### config.mk
export PLATFORM = sky130hd
export DESIGN_NAME = hazard_controller
export DESIGN_NICKNAME = d
export VERILOG_FILES = /design/src/rtl/hazard_controller.sv
export SDC_FILE = /design/constraint.sdc
export NUM_CORES = 1
export LEC_CHECK = 0
export ABC_CLOCK_PERIOD_IN_PS = 2300
export BUFFER_PORTS_ARGS = -buffer_cell sky130_fd_sc_hd__buf_2
export CORE_MARGIN = 8
export CORE_UTILIZATION = 45
export DETAILED_ROUTE_END_ITERATION = 12
export HOLD_SLACK_MARGIN = 0.1
export PLACE_DENSITY = 0.78
export SYNTH_ARGS = -nofsm -noshare
export SYNTH_HDL_FRONTEND = slang
export SYNTH_SLANG_ARGS = --single-unit
### constraint.sdc
create_clock -name clk -period 2.3 [get_ports clk]
set_input_delay 0.46 -clock clk [delete_from_list [all_inputs] [get_ports clk]]
set_output_delay 0.46 -clock clk [all_outputs]
set_load 0.02 [all_outputs]
### src/rtl/hazard_controller.sv
// Hazard/forwarding controller for the 5-stage MIPS core: EX/MEM/WB scoreboard, EX bypass select,
// load-use stall/bubble and a saturating stall-cycle counter. Define BRANCH_FORWARD_EN for ID-stage branch compare support.
module hazard_controller #(
    parameter int ADDR_W      = 5,
    parameter int STALL_CNT_W = 16
) (
    input  logic                   clk,
    input  logic                   reset,
    input  logic [ADDR_W-1:0]      rs_D,
    input  logic [ADDR_W-1:0]      rt_D,
    input  logic [ADDR_W-1:0]      rd_D,
    input  logic                   regdst_D,
    input  logic                   regwrite_D,
    input  logic                   memtoreg_D,
    input  logic                   branch_D,
    input  logic                   flush_D,
    output logic [1:0]             forward_a,
    output logic [1:0]             forward_b,
    output logic                   stall_F,
    output logic                   stall_D,
    output logic                   flush_E,
    output logic [STALL_CNT_W-1:0] stall_count
`ifdef BRANCH_FORWARD_EN
    ,
    output logic                   forward_aD,
    output logic                   forward_bD
`endif
);

    localparam logic [ADDR_W-1:0]      REG_ZERO = '0;
    localparam logic [STALL_CNT_W-1:0] CNT_ONE  = {{(STALL_CNT_W-1){1'b0}}, 1'b1};
    localparam logic [STALL_CNT_W-1:0] CNT_MAX  = '1;
    localparam logic [1:0]             FWD_REG  = 2'b00;
    localparam logic [1:0]             FWD_WB   = 2'b01;
    localparam logic [1:0]             FWD_MEM  = 2'b10;

    // Scoreboard slots: E (ID/EX), M (EX/MEM), W (MEM/WB)
    logic              e_valid, e_regwrite, e_memtoreg;
    logic [ADDR_W-1:0] e_dest, rs_e, rt_e;
    logic              m_valid, m_regwrite, m_memtoreg;
    logic [ADDR_W-1:0] m_dest;
    logic              w_valid, w_regwrite;
    logic [ADDR_W-1:0] w_dest;

    logic [ADDR_W-1:0] dest_d;
    logic              load_use;
    logic              branch_stall;
    logic              stall;
    logic              capture_d;

    function automatic logic [1:0] bypass_sel(
        input logic [ADDR_W-1:0] src,
        input logic              mem_hit_ok,
        input logic [ADDR_W-1:0] mem_dest,
        input logic              wb_hit_ok,
        input logic [ADDR_W-1:0] wb_dest
    );
        logic [1:0] sel;
        sel = FWD_REG;
        if (src != REG_ZERO) begin
            if (mem_hit_ok && (mem_dest == src)) begin
                sel = FWD_MEM;
            end else if (wb_hit_ok && (wb_dest == src)) begin
                sel = FWD_WB;
            end
        end
        return sel;
    endfunction

    function automatic logic dest_conflict(
        input logic [ADDR_W-1:0] dest,
        input logic [ADDR_W-1:0] src_a,
        input logic [ADDR_W-1:0] src_b
    );
        return (dest != REG_ZERO) && ((dest == src_a) || (dest == src_b));
    endfunction

    assign dest_d = regdst_D ? rd_D : rt_D;

    always_comb begin
        load_use = e_valid && e_memtoreg && dest_conflict(e_dest, rs_D, rt_D);
    end

`ifdef BRANCH_FORWARD_EN
    // Branch compares in ID: wait for an ALU producer still in EX or a load still in MEM
    always_comb begin
        branch_stall = branch_D &&
                       ((e_valid && e_regwrite && dest_conflict(e_dest, rs_D, rt_D)) ||
                        (m_valid && m_memtoreg && dest_conflict(m_dest, rs_D, rt_D)));
    end

    always_comb begin
        forward_aD = m_valid && m_regwrite && (rs_D != REG_ZERO) && (m_dest == rs_D);
        forward_bD = m_valid && m_regwrite && (rt_D != REG_ZERO) && (m_dest == rt_D);
    end
`else
    logic unused_inputs;
    assign unused_inputs = branch_D ^ m_memtoreg;
    assign branch_stall  = 1'b0;
`endif

    assign stall     = load_use || branch_stall;
    assign capture_d = !stall && !flush_D;

    always_comb begin
        stall_F = stall;
        stall_D = stall;
        // Gated by reset so a pending flush_D cannot leak out while the core is held in reset
        flush_E = reset && (stall || flush_D);
    end

    always_comb begin
        forward_a = bypass_sel(rs_e, m_valid && m_regwrite, m_dest, w_valid && w_regwrite, w_dest);
        forward_b = bypass_sel(rt_e, m_valid && m_regwrite, m_dest, w_valid && w_regwrite, w_dest);
    end

    // A bubble clears the whole E slot so its stale sources cannot request a bypass
    always_ff @(posedge clk or negedge reset) begin
        if (!reset) begin
            e_valid    <= 1'b0;
            e_regwrite <= 1'b0;
            e_memtoreg <= 1'b0;
            e_dest     <= REG_ZERO;
            rs_e       <= REG_ZERO;
            rt_e       <= REG_ZERO;
        end else if (capture_d) begin
            e_valid    <= 1'b1;
            e_regwrite <= regwrite_D;
            e_memtoreg <= memtoreg_D;
            e_dest     <= dest_d;
            rs_e       <= rs_D;
            rt_e       <= rt_D;
        end else begin
            e_valid    <= 1'b0;
            e_regwrite <= 1'b0;
            e_memtoreg <= 1'b0;
            e_dest     <= REG_ZERO;
            rs_e       <= REG_ZERO;
            rt_e       <= REG_ZERO;
        end
    end

    always_ff @(posedge clk or negedge reset) begin
        if (!reset) begin
            m_valid    <= 1'b0;
            m_regwrite <= 1'b0;
            m_memtoreg <= 1'b0;
            m_dest     <= REG_ZERO;
            w_valid    <= 1'b0;
            w_regwrite <= 1'b0;
            w_dest     <= REG_ZERO;
        end else begin
            m_valid    <= e_valid;
            m_regwrite <= e_regwrite;
            m_memtoreg <= e_memtoreg;
            m_dest     <= e_dest;
            w_valid    <= m_valid;
            w_regwrite <= m_regwrite;
            w_dest     <= m_dest;
        end
    end

    always_ff @(posedge clk or negedge reset) begin
        if (!reset) begin
            stall_count <= '0;
        end else if (stall && (stall_count != CNT_MAX)) begin
            stall_count <= stall_count + CNT_ONE;
        end
    end

endmodule

After elaboration in Yosys (flattened, before gate mapping)
Cells that the tools add are included.
Storage, ports and cells
  bits of input ports: 22
  register bits after elaboration: 48
  word-level logic and storage cells: 53
  output and inout port bits: 23
Operators by class
  add/subtract/negate cells: 1
  equal/unequal tests: 7
  reductions and logical operators: 19
  multiplexer cells: 13
Operator list (number)
  equality test 5 bit: 6
  2-to-1 mux 5 bit: 4
  adder 16 x 1 -> 16 bit, second input constant: 1
  inequality test 16 bit, second input constant: 1
  nonzero test 5 bit: 3
  logical AND 1 bit: 12
  2-to-1 mux 2 bit: 4
  2-to-1 mux 1 bit: 5
  zero test 1 bit: 2
  logical OR 1 bit: 2

Logic depth before layout (Yosys ltp)
  depth in word-level cells: 7
  depth in mapped cells: 6
  depth with buffers taken out: 6

Worst setup path before layout
OpenSTA, ideal clock, no wires.
  path kind: flip-flop to output port
  start point: register e_dest[1]
  end point: output stall_F
  stages on the path, launching flop included: 7
  path slack: 115 ps
  data arrival time: 1725 ps
  path buffers: 2
  cells stage by stage: dfrtp_1 or4_4 o211ai_4 inv_4 and2_1 buf_6 buf_4
Between the ends
  longest elaborated chain between the ends: 4
  elaborated cells between the ends (all ways): 6
  classes of those cells: eq/ne (2); reduce/logical (4)
RTL lines
  from (decl): line 39  | logic [ADDR_W-1:0] e_dest, rs_e, rt_e;
  from (signal assigned): line 130  | e_dest <= dest_d;
  equality test 5 bit: line 75  | return (dest != REG_ZERO) && ((dest == src_a) || (dest == src_b));
  logical OR 1 bit: line 75
  logical AND 1 bit *: line 75
  logical AND 1 bit *: line 81  | load_use = e_valid && e_memtoreg && dest_conflict(e_dest, rs_D, rt_D);
  to (decl): line 19  | output logic stall_F,
Every way passes the cells marked *; elsewhere a longest branch is shown, timed or not.

Worst setup path in the final report
  start point: register e_dest[3]
  end point: output flush_E
Between the ends
  longest elaborated chain between the ends: 6
  elaborated cells between the ends (all ways): 8
  classes of those cells: eq/ne (2); reduce/logical (6)
RTL lines
  equality test 5 bit: line 75
  logical OR 1 bit: line 75
  logical AND 1 bit *: line 75
  logical AND 1 bit *: line 81
  logical OR 1 bit *: line 109  | flush_E = reset && (stall || flush_D);
  logical AND 1 bit *: line 109
  to (decl): line 21  | output logic flush_E,
Marked as above.

==> results.py <==
metrics = {
    "job": {
        "maxCapViolCount": 0,
    },
    "yosys": {
        "syn-num-nets": 216,
        "synth_cell_types": 36,
        "netlist_instances": 193,
        "seq_area_frac_synth_pct": 53.2,
        "ys.flop_type": "dfrtp_1",
        "synth.top_cell.area_share_pct": 53.2,
        "yosys.area.top_type": "dfrtp_1",
        "netlist_area_um2": 2260,
        "async_reset_ff_share_pct": 100,
        "yosysWarningCount": 0,
        "synth_edf_count": 0,
        "synth_area_per_cell_um2": 11.7,
        "synthTopCellsByArea": "dfrtp_1 53%, xnor2_1 16%, and2_1 3.9%",
        "synth-seq-cells": 48,
    },
    "outcome": {
        "status": "complete, no violations",
    },
    "timing": {
        "rsz0062_at_grt": "yes",
        "finClkSkew_ns": 0.00717,
        "period_minus_slack_ns": 2.28,
        "finalSetupTns_ns": 0,
        "max_freq_ghz": 0.439,
        "worstMarginPinSlew_ns": 0.567,
        "hold_viol_final": 0,
        "hold_slack_ns": 0.272,
        "drv_slew": 0,
        "fin_crit_sh_pct": 99.0,
        "setup_viol": 0,
        "relSlewSlack_pct": 61.7,
    },
    "die": {
        "die_y_um": 86.8,
        "rows": 25,
        "die_area_um2": 7540,
        "start_util_pct": 47.2,
        "die_x_um": 86.8,
        "coreArea_um2": 4790,
        "ios": 45,
    },
    "drt": {
        "wl_per_cell_um": 14.5,
        "drc_errors": 0,
        "drt-total-wl_mm": 4.58,
        "first_pass_iters": 4,
        "drt_iter0_markers": 102,
        "vias_per_cell": 5.13,
        "ant_nets": 0,
        "vias": 1616,
    },
    "critical_path": {
        "cp_cell_sequence": "or4_4, o211ai_4, inv_4, a21oi_4, nor2b_1, buf_4",
        "reg2reg_depth": 6,
        "cp_slowest_cell": "or4_4",
        "max_stage_delay_ns": 0.55,
        "worstPathArrival_ns": 1.82,
        "endpoint_kind": "primary output",
        "path_class": "register to primary output",
        "required_ns": 1.84,
        "startpoint_type": "register",
        "crit_fanout": 2,
    },
    "power_and_ir_drop": {
        "p_leak_nw": 1.20,
        "p_per_area_nw_per_um2": 618,
        "vdd_drop_max_v": 0.000380,
        "power.total_mw": 1.67,
    },
    "clock_tree": {
        "clockBufferDepth": 2,
        "numCtsBuffers": 5,
        "clk_pin_slew_worst_paths_ns": 0.08,
        "clk_latency_ns": 0.29,
        "postCtsHoldBufs": 0,
        "cts_root_buffer": "clkbuf_8",
        "htree_levels": 2,
        "clkSinkCount": 48,
        "cts_tree": "yes",
    },
    "global_route": {
        "gr-total-overflow": 0,
        "gr-usage-all-layers_pct": 12.7,
        "grt_max_degree": 49,
        "grt_pass1_vias": 1734,
        "antenna_found_initial": 0,
        "grt_pass1_wl_mm": 7.76,
    },
    "placed_design": {
        "place_area_um2": 2550,
        "io_buffers": 43,
        "dp_hpwl_mm": 3.62,
        "place.gp.congestion": 0.794,
    },
    "final_layout": {
        "mostFrequentLayoutCells": "48 x dfrtp_1, 40 x xnor2_1, 40 x buf_2",
        "finalNetCount": 270,
        "drive_gt1_share_pct": 29.8,
        "syn_to_final_growth_pct": 19.6,
        "num_antenna_cells": 0,
        "nFillCells": 418,
        "final_area_um2": 2700,
        "final_common_cell": "dfrtp_1",
    },
    "hold_path": {
        "hp-class": "input pin to async pin",
    },
}
## kinds of logic (layout without fill, tap and decap cells)
group / Yosys count / after routing / share of synthesized area [%]
adders and majority gates: 1 / 1 / 0.554
AOI/OAI and AO/OA: 7 / 7 / 3.27
DFF: 48 / 48 / 53.2
xor gates and xnor gates: 42 / 42 / 16.3
buffers and inverters: 8 / 63 / 2.33
muxes: 7 / 7 / 3.22
and+or+nand+nor: 80 / 80 / 21.1
## Yosys cell counts (2+ instances only)
library cell / count
dfrtp_1: 48
and3_1: 2
and2_1: 14
nor3_1: 4
xnor2_1: 40
nor3_2: 5
buf_6: 2
nor4_1: 7
mux2i_1: 5
nand3b_1: 2
inv_1: 2
or4_1: 2
xor2_1: 2
nand4_1: 12
nor2_1: 6
nand2_1: 10
nand3_1: 10
a21oi_1: 2
## registers in the layout (all words and copies together), names as in the netlist
| signal | flops |
|---|---|
| stall_count | 16 |
| m_valid | 1 |
| w_dest | 5 |
| rt_e | 5 |
| e_valid | 1 |
| e_memtoreg | 1 |
| m_regwrite | 1 |
| w_valid | 1 |
| e_regwrite | 1 |
| m_dest | 5 |
| e_dest | 5 |
| w_regwrite | 1 |
| rs_e | 5 |
## layer usage
layer / wire [um] / vias to the layer above / track usage, %
met2: 2450 / 34 / 21.8
met3: 173 / 9 / 2.74
met1: 1880 / 799 / 14.9
li1: - / 774 / -
met4: 73 / 0 / 5.63
met5: 0 / - / 0
## path summary, 6_finish.rpt
kind / to / startpoint / slack, ns
worst max-delay path: flush_E / e_dest[3] / 0.02
worst min-delay path: e_dest[4] / reset / 0.27
worst max register to register: stall_count[1] / e_dest[3] / 0.33
worst min register to register: m_regwrite / e_regwrite / 0.36
max in group asynchronous: rt_e[3] / reset / 1.64
min in group clk: m_regwrite / e_regwrite / 0.36
## stage by stage
step | std cells | util [%] | worst slack (ns)
2_1_floorplan | 193 | - | 0.115
3_3_place_gp | 303 | 53.4 | 0.267
3_5_place_dp | 303 | 53.4 | 0.244
4_1_cts | 314 | 56.1 | -0.00888
5_1_grt | 315 | 56.4 | -0.0507
6_report | 315 | 56.4 | 0.0230
## worst max-delay path: cells and delay by family, from the launching register on
kind	cells	cell delay, ns
AND/OR/NAND/NOR	2	0.61
buffers and inverters	2	0.20
flip-flops	1	0.39
AO/OA/AOI/OAI	2	0.33
## cell type report
type                    count  area (um^2)  share of cell area, %
clock buffers               6         82.6                   3.06
clock inverters             2         15.0                  0.556
inverters                   3         13.8                  0.510
multi-input cells         137         1010                   37.3
flip-flops and latches     48         1200                   44.5
well taps                  67         83.8                   3.10
repair buffers             52          298                   11.0
## where the power goes
part           switching, mW  internal (mW)
Clock                  0.272          0.243
Combinational          0.115          0.106
Sequential            0.0468          0.887
Total                  0.434           1.24
## timing repair
item                                    4_1_cts  5_1_grt
pin swaps                                     3        2
endpoints found under the setup margin        3        3
gates resized for setup                       4        2
setup buffers                                 3        1
cloned                                        0        0
Note: power is estimated with default switching activity, not from simulation.
